--- src/rtl/jk_load_ctrl_if.sv ---
// -----------------------------------------------------------------------------
// jk_load_ctrl_if
//
// Purpose:
//    Bundles the signals between jk_load_ctrl and the two parties it serves.
//    One party is the register-write requester, which uses start, target,
//    busy, done and err. The other is the jkff bank, which uses q_fb, j and k.
//
// Signals:
//    start   requester -> ctrl  request pulse, sampled while the controller idles
//    target  requester -> ctrl  desired bank word, captured with start
//    q_fb    bank      -> ctrl  current q outputs of the jkff bank
//    j       ctrl      -> bank  registered J excitation
//    k       ctrl      -> bank  registered K excitation
//    busy    ctrl      -> req   high while a load is in flight
//    done    ctrl      -> req   one-cycle pulse, load verified
//    err     ctrl      -> req   one-cycle pulse, retries exhausted
//
// Modports:
//    master  the environment: requester plus bank
//    slave   the controller
// -----------------------------------------------------------------------------
interface jk_load_ctrl_if #(
   parameter int WIDTH = 8
);
   logic             start;
   logic [WIDTH-1:0] target;
   logic [WIDTH-1:0] q_fb;
   logic [WIDTH-1:0] j;
   logic [WIDTH-1:0] k;
   logic             busy;
   logic             done;
   logic             err;

   modport master (
      output start,
      output target,
      output q_fb,
      input  j,
      input  k,
      input  busy,
      input  done,
      input  err
   );

   modport slave (
      input  start,
      input  target,
      input  q_fb,
      output j,
      output k,
      output busy,
      output done,
      output err
   );
endinterface

--- src/rtl/jk_load_ctrl.sv ---
// -----------------------------------------------------------------------------
// jk_load_ctrl
//
// Purpose:
//    Loads a target word into a WIDTH-bit bank of JK flip-flops.
//    The controller works out a per-bit J/K excitation from the bank's q
//    feedback and applies it for exactly one cycle. It then reads the bank
//    back and compares it with the target. On a mismatch it drives again,
//    up to MAX_RETRY extra times, and then reports err.
//
// Ports:
//    clk    single clock, all state changes on the rising edge
//    rst    asynchronous, active-low reset
//    bus    jk_load_ctrl_if.slave
//           start/target/busy/done/err connect to the requester.
//           q_fb/j/k connect to the jkff bank.
//
// Parameters:
//    WIDTH      number of flip-flops in the bank
//    MAX_RETRY  extra drive attempts after the first failed check (0..15)
//
// Build option:
//    JK_LOAD_TOGGLE_EN  when defined, DRIVE uses toggle excitation
//                       (j = k = tgt ^ q). By default DRIVE uses set/reset
//                       excitation (j = tgt & ~q, k = ~tgt & q), so no bit
//                       ever sees j and k high together.
//
// Timing for a clean load:
//    start is sampled at edge N. j/k are valid in cycle N+1 (DRIVE).
//    The compare happens in cycle N+2 (CHECK). done is high in cycle N+3.
// -----------------------------------------------------------------------------
module jk_load_ctrl #(
   parameter int WIDTH     = 8,
   parameter int MAX_RETRY = 3
) (
   input logic           clk,
   input logic           rst,
   jk_load_ctrl_if.slave bus
);

   typedef enum logic [2:0] {
      ST_IDLE  = 3'd0,
      ST_DRIVE = 3'd1,
      ST_CHECK = 3'd2,
      ST_DONE  = 3'd3,
      ST_ERR   = 3'd4
   } state_t;

   // The retry counter is 4 bits wide. It only increments while it is
   // below this limit, so it stops at the limit and never wraps.
   localparam logic [3:0] RETRY_LIMIT = 4'(MAX_RETRY);

   state_t           state_reg;
   state_t           state_next;
   logic [WIDTH-1:0] tgt_reg;
   logic [WIDTH-1:0] tgt_next;
   logic [3:0]       retry_reg;
   logic [3:0]       retry_next;
   logic [WIDTH-1:0] j_reg;
   logic [WIDTH-1:0] j_next;
   logic [WIDTH-1:0] k_reg;
   logic [WIDTH-1:0] k_next;

   // j/k are registered, so the excitation is computed one cycle ahead,
   // in whichever state leads into DRIVE.
   // - From IDLE, the target has not been captured yet, so the live
   //   request word is used.
   // - From CHECK (a retry), the captured word is used.
   logic [WIDTH-1:0] exc_tgt;
   logic [WIDTH-1:0] j_exc;
   logic [WIDTH-1:0] k_exc;

   assign exc_tgt = (state_reg == ST_IDLE) ? bus.target : tgt_reg;

   genvar gi;
   generate
      for (gi = 0; gi < WIDTH; gi++) begin : g_exc
`ifdef JK_LOAD_TOGGLE_EN
         // A wrong bit gets j=k=1, so the flip-flop toggles it.
         // A correct bit gets j=k=0, so it holds.
         assign j_exc[gi] = exc_tgt[gi] ^ bus.q_fb[gi];
         assign k_exc[gi] = exc_tgt[gi] ^ bus.q_fb[gi];
`else
         // Set only the bits that must rise and reset only the bits that
         // must fall. Correct bits get j=k=0 (hold). j and k are never
         // both high.
         assign j_exc[gi] = exc_tgt[gi] & ~bus.q_fb[gi];
         assign k_exc[gi] = ~exc_tgt[gi] & bus.q_fb[gi];
`endif
      end
   endgenerate

   // State register. Reset is asynchronous, so an in-flight load is
   // abandoned at once and no done/err pulse follows.
   always_ff @(posedge clk or negedge rst) begin
      if (!rst) begin
         state_reg <= ST_IDLE;
         tgt_reg   <= '0;
         retry_reg <= '0;
         j_reg     <= '0;
         k_reg     <= '0;
      end else begin
         state_reg <= state_next;
         tgt_reg   <= tgt_next;
         retry_reg <= retry_next;
         j_reg     <= j_next;
         k_reg     <= k_next;
      end
   end

   // Next-state logic. j/k default to zero, so they are non-zero only in
   // the single cycle spent in DRIVE.
   always_comb begin
      state_next = state_reg;
      tgt_next   = tgt_reg;
      retry_next = retry_reg;
      j_next     = '0;
      k_next     = '0;

      case (state_reg)
         ST_IDLE: begin
            if (bus.start) begin
               tgt_next   = bus.target;
               retry_next = '0;
               j_next     = j_exc;
               k_next     = k_exc;
               state_next = ST_DRIVE;
            end
         end

         ST_DRIVE: begin
            // The bank samples j/k on the edge that ends this cycle.
            state_next = ST_CHECK;
         end

         ST_CHECK: begin
            if (bus.q_fb == tgt_reg) begin
               state_next = ST_DONE;
            end else if (retry_reg < RETRY_LIMIT) begin
               retry_next = retry_reg + 4'd1;
               j_next     = j_exc;
               k_next     = k_exc;
               state_next = ST_DRIVE;
            end else begin
               state_next = ST_ERR;
            end
         end

         ST_DONE: state_next = ST_IDLE;

         ST_ERR: state_next = ST_IDLE;

         default: state_next = ST_IDLE;
      endcase
   end

   // Status outputs are decoded straight from the state register. This
   // keeps them glitch-free, and they drop as soon as reset is asserted.
   assign bus.j    = j_reg;
   assign bus.k    = k_reg;
   assign bus.busy = (state_reg != ST_IDLE);
   assign bus.done = (state_reg == ST_DONE);
   assign bus.err  = (state_reg == ST_ERR);

endmodule

--- src/flat_wrapper.sv ---
// flat-port wrapper written by rule: the top's interface ports become plain ports
module jk_load_ctrl_flat 
#(
   parameter int WIDTH     = 8,
   parameter int MAX_RETRY = 3
)
  (clk, rst, bus_start, bus_target, bus_q_fb, bus_j, bus_k, bus_busy, bus_done, bus_err);
  jk_load_ctrl_if #(.WIDTH(WIDTH)) bus_i ();
  input logic clk;
  input logic rst;
  input wire logic [$bits(bus_i.start)-1:0] bus_start;
  input wire logic [$bits(bus_i.target)-1:0] bus_target;
  input wire logic [$bits(bus_i.q_fb)-1:0] bus_q_fb;
  output wire logic [$bits(bus_i.j)-1:0] bus_j;
  output wire logic [$bits(bus_i.k)-1:0] bus_k;
  output wire logic [$bits(bus_i.busy)-1:0] bus_busy;
  output wire logic [$bits(bus_i.done)-1:0] bus_done;
  output wire logic [$bits(bus_i.err)-1:0] bus_err;
  assign bus_i.start = bus_start;
  assign bus_i.target = bus_target;
  assign bus_i.q_fb = bus_q_fb;
  assign bus_j = bus_i.j;
  assign bus_k = bus_i.k;
  assign bus_busy = bus_i.busy;
  assign bus_done = bus_i.done;
  assign bus_err = bus_i.err;
  jk_load_ctrl #(.WIDTH(WIDTH), .MAX_RETRY(MAX_RETRY)) u_core (.clk(clk), .rst(rst), .bus(bus_i));
endmodule
--- config.mk ---
export PLATFORM = sky130hd
export DESIGN_NAME = jk_load_ctrl_flat
export DESIGN_NICKNAME = d
export VERILOG_FILES = /design/src/rtl/jk_load_ctrl_if.sv /design/src/rtl/jk_load_ctrl.sv /design/src/flat_wrapper.sv
export SDC_FILE = /design/constraint.sdc
export NUM_CORES = 1
export LEC_CHECK = 0
export ABC_AREA = 0
export BUFFER_PORTS_ARGS = -buffer_cell sky130_fd_sc_hd__buf_2
export CAP_MARGIN = 20
export CORE_ASPECT_RATIO = 1.25
export CORE_UTILIZATION = 50
export CTS_BUF_LIST = sky130_fd_sc_hd__clkbuf_8
export DETAILED_ROUTE_END_ITERATION = 16
export PLACE_DENSITY_LB_ADDON = 0.2
export SETUP_SLACK_MARGIN = 0.05
export SYNTH_ARGS = -nofsm -noshare
export SYNTH_HDL_FRONTEND = slang
export SYNTH_SLANG_ARGS = --single-unit
export TNS_END_PERCENT = 100
--- constraint.sdc ---
create_clock -name clk -period 2.38 [get_ports clk]
set_clock_uncertainty 0.1 [all_clocks]
set_input_delay 0.238 -clock clk [delete_from_list [all_inputs] [get_ports clk]]
set_output_delay 0.238 -clock clk [all_outputs]
set_load 0.005 [all_outputs]
Word level (Yosys, flattened, before mapping)
Index checks and enable logic that the tools add are counted.
- word-level logic and storage cells: 69
- register bits: 31
- input bits: 19
- output and inout port bits: 19
- order comparisons: 1
- equality and inequality tests: 8
- bitwise logic cells: 32
- muxes and demuxes: 17
- $add $sub $neg: 1
- reductions and logical operators: 5
- operator list (operator ; number):
    2-to-1 mux 8 bit ; 7
    one-hot mux 8 bit (2 select lines) ; 2
    bitwise AND 1 bit ; 16
    inverter 1 bit ; 16
    2-to-1 mux 4 bit ; 3
    2-to-1 mux 3 bit ; 3
    one-hot mux 3 bit (3 select lines) ; 1
    == test 8 bit ; 1
    one-hot mux 4 bit (2 select lines) ; 1
    == test 3 x 2 -> 1 bit, second input constant ; 2
    adder 4 x 1 -> 4 bit, second input constant ; 1
    < comparator 4 x 2 -> 1 bit, second input constant ; 1
    != test 2 bit, second input constant ; 2
    AND reduction 4 bit ; 1
    == test 3 x 1 -> 1 bit, second input constant ; 1
    == test 3 bit, second input constant ; 1
    zero test 3 bit ; 1
    nonzero test 3 bit ; 1
    != test 2 x 1 -> 1 bit, second input constant ; 1
    AND reduction 2 bit ; 1
    nonzero test 2 bit ; 1

Longest topological paths before layout
- word-level depth: 7
- mapped depth: 6

Worst setup path after synthesis
OpenSTA, ideal clock, no wires.
- kind: flip-flop to flip-flop
- start point: register u_core.retry_reg[0]
- end point: register u_core.retry_reg[0]
- clock period less this slack: 1.744 ns
- slack: 0.636 ns
- arrival: 1.521 ns
- required time: 2.157 ns
- buffers on the path: 2
- setup time: 0.123 ns
- stages on the path, launching flop included: 7
- path through: dfrtp_1 ha_1 or3_4 a211o_1 buf_6 buf_8 mux2i_1
- word-level cells in the longest chain between the ends: 4
- RTL lines (what ; RTL line ; RTL):
    start: declaration ; jk_load_ctrl.sv:57 ; logic [3:0] retry_reg;
    start signal: assignment ; jk_load_ctrl.sv:105 ; retry_reg <= retry_next;
    adder 4 x 1 -> 4 bit ; jk_load_ctrl.sv:140 ; retry_next = retry_reg + 4'd1;
    2-to-1 mux 4 bit ; jk_load_ctrl.sv:139 ; end else if (retry_reg < RETRY_LIMIT) begin
    2-to-1 mux 4 bit ; jk_load_ctrl.sv:137 ; if (bus.q_fb == tgt_reg) begin
    one-hot mux 4 bit (2 select lines) ; jk_load_ctrl.sv:120 ; case (state_reg)
Parallel ways exist; a longest one is shown, timed or not. The select of a mux whose other input is x is not followed.
A chain may end at the register's enable or synchronous reset.

Final worst setup path
- start point: register u_core.retry_reg[0]
- end point: register u_core.j_reg[0], in the netlist u_core.bus.j[0]
- word-level cells in the longest chain between the ends: 4
- RTL lines (what ; RTL line ; RTL):
    < comparator 4 x 2 -> 1 bit ; jk_load_ctrl.sv:139 ;
    2-to-1 mux 8 bit ; jk_load_ctrl.sv:139 ;
    2-to-1 mux 8 bit ; jk_load_ctrl.sv:137 ;
    one-hot mux 8 bit (2 select lines) ; jk_load_ctrl.sv:120 ;
    net u_core.j_next[0] ; jk_load_ctrl.sv:60 ; logic [WIDTH-1:0] j_next;
    end signal: assignment ; jk_load_ctrl.sv:106 ; j_reg <= j_next;
    end: declaration ; jk_load_ctrl.sv:59 ; logic [WIDTH-1:0] j_reg;
The timed path passes the listed nets, and every way through them passes these cells.

==> impl_metrics.ini <==
[floorplan]
dieHeight_um = 60.66
core_area_um2 = 2527
die_area_um2 = 2968
io_pins = 38
rows = 20
die_width_um = 48.93
start_util = 0.5446

[sta]
post-route-period-util = 0.8387
slew_headroom = 0.5507
report.final.slew_viol_count = 0
setup_tns_ns = 0
fmax_ghz = 0.5010
tightest_slew_ns = 0.6739
hold_viol = 0
setup_viol = 0
rsz0062_at_grt = false
period_minus_slack_ns = 1.996

[yosys]
yosysTopAreaCell = dfrtp_1
synthArstFlopShare = 1.000
synth_area_leaders = dfrtp_1 (56%), mux2i_1 (7.3%), mux2_2 (6.5%), xor2_1 (5.1%), a211oi_1 (4.4%)
synth_seq_area_share = 0.5636
synth_cells = 112
ys_types = 27
synth.ff_latch_count = 31
syn-num-nets = 132
synth-edff-count = 0
synth_area_um2 = 1376
synth_area_per_cell_um2 = 12.29
synth_ff_type = dfrtp_1
synth.top_cell.area_share = 0.5636
ys_warn_count = 0

[drt]
drc_errors = 0
wl_per_cell_um = 14.04
first_pass_iters = 4
detail_route.wirelength_mm = 2.597
antenna_left = 0
drt-initial-drc-count = 17
vias = 975
vias_per_cell = 5.270

[layout]
finalNonFillerCells = 185
antenna_cells = 0
syn2layout_area_growth_pct = 20.64
fin_nets = 173
layout_commonest_cell = buf_2
drive_above_1_share = 0.3684
fillers = 219
final_cell_mix = buf_2 (37), dfrtp_1 (31), nand2_1 (12)

[grt]
grt_pass1_wl_mm = 4.160
grt_pass1_vias = 945
grt-ovfl-total = 0
grt_max_degree = 32
antenna_found_initial = 0
grt_util_all_layers = 0.1997

[clock_tree]
cts_made_buffers = 5
cts_root_buffer = clkbuf_8
clockBufferDepth = 2
hold_buffers = 1
clkTransAtPathRegs_ns = 0.06
cts_tree = yes
cts_resized = 0
clock_sinks = 31
cts_max_level = 2
clock_latency_ns = 0.28
cts_setup_buffers = 0

[power_and_ir_drop]
leakage_nw = 0.8421
power_mw = 1.800
pwr-share-comb = 0.348
intPower_mw = 1.192
p_clk_frac = 0.200
ir_drop_v = 0.0006147
p_sw_frac = 0.3378
p_seq_frac = 0.451
netSwitchingPower_mw = 0.6080
p_per_area_nw_per_um2 = 1084

[placement]
post-place-cells = 178
gp_congestion = 0.8266
dp_hpwl_mm = 1.886
portBuffers = 37

[setup_path]
setup.worst_path.end_class = flop
r2r_slack_ns = 0.38
start_kind = flop
r2r_cells = 4
worstSetupEndpoint = u_core.bus.j[0]
critPathKind = flop to flop
regToRegStartpoint = u_core.retry_reg[0]
cp.required_ns = 2.46
crit_start = u_core.retry_reg[0]
reg2reg_to = u_core.bus.j[0]
critPathMaxFanout = 18
arrival_ns = 2.08

[flow_run]
max-cap-violations = 0

[worst_hold_path]
hold_path.class = input port to flop

[outcome]
status = finished, final reports clean
==> cell usage after synthesis (2+ instances only) <==
cell type	count
dfrtp_1	31
nand2_1	12
mux2i_1	10
a21oi_1	9
a211oi_1	8
mux2_2	8
xor2_1	8
clkbuf_1	3
and2_1	2
buf_2	2
nor2_1	2
nor4_2	2
==> metal layers <==
| layer | global-route usage | wire [um] | up-vias |
|---|---|---|---|
| met5 | 0 | 0 | - |
| met4 | 0.1134 | 64 | 0 |
| met2 | 0.3631 | 1337 | 28 |
| met3 | 0.06767 | 136 | 7 |
| li1 | - | - | 475 |
| met1 | 0.2043 | 1058 | 465 |
==> power groups by stage <==
stage	combinational [mW]	clock [mW]	sequential, mW
after detailed placement	0.633	0	0.820
after global routing	0.688	0.394	0.832
after CTS	0.634	0.377	0.812
after global placement	0.608	0	0.812
after floorplan	0.465	0	0.795
final	0.627	0.361	0.812
==> worst min-delay path by stage <==
stage	slack, ns	depth (start not counted)	startpoint	end
floorplan	-0.16	0	rst	u_core.bus.j[0]
CTS	0.04	2	bus_q_fb[7]	u_core.bus.j[7]
global route	0.05	2	bus_q_fb[3]	u_core.bus.j[3]
finish	0.05	2	bus_q_fb[2]	u_core.bus.j[2]
detailed placement	0.22	1	rst	u_core.state_reg[1]
global placement	0.20	1	rst	u_core.state_reg[2]
==> worst max-delay path, stage by stage, from the launching register on <==
cell	delay (ns)
dfrtp_1	0.39
ha_1	0.20
or3_4	0.33
a211o_1	0.53
a211oi_1	0.35
==> metrics by stage <==
| step | hold WS [ns] | setup WS [ns] | utilization | instance area, um^2 |
|---|---|---|---|---|
| 5_1_grt | 0.04738 | 0.2948 | 0.6569 | 1660 |
| 6_report | 0.04811 | 0.3838 | 0.6569 | 1660 |
| 3_3_place_gp | 0.1995 | 0.4144 | 0.6243 | 1578 |
| 2_1_floorplan | -0.1576 | 0.6361 | - | 1376 |
| 3_5_place_dp | 0.2186 | 0.3584 | 0.6243 | 1578 |
| 4_1_cts | 0.03877 | 0.3597 | 0.6569 | 1660 |
==> cell type report <==
cell class | instances | area (um^2) | share of cell area
Clock inverter | 1 | 3.754 | 0.002261
Tap cell | 33 | 41.29 | 0.02487
Inverter | 1 | 3.754 | 0.002261
Clock buffer | 5 | 68.82 | 0.04145
Sequential cell | 31 | 775.7 | 0.4672
Multi-Input combinational cell | 73 | 549.3 | 0.3308
Timing Repair Buffer | 41 | 217.7 | 0.1311
==> cell families after synthesis <==
group / synth area share
AO/OA/AOI/OAI: 0.09091
XOR/XNOR: 0.05091
adder cells (fa/ha/maj): 0.009089
buffers and inverters: 0.03727
flip-flops: 0.5636
multiplexers: 0.1382
AND/OR/NAND/NOR: 0.1100
No activity file was read; power rests on OpenSTA's default activity.
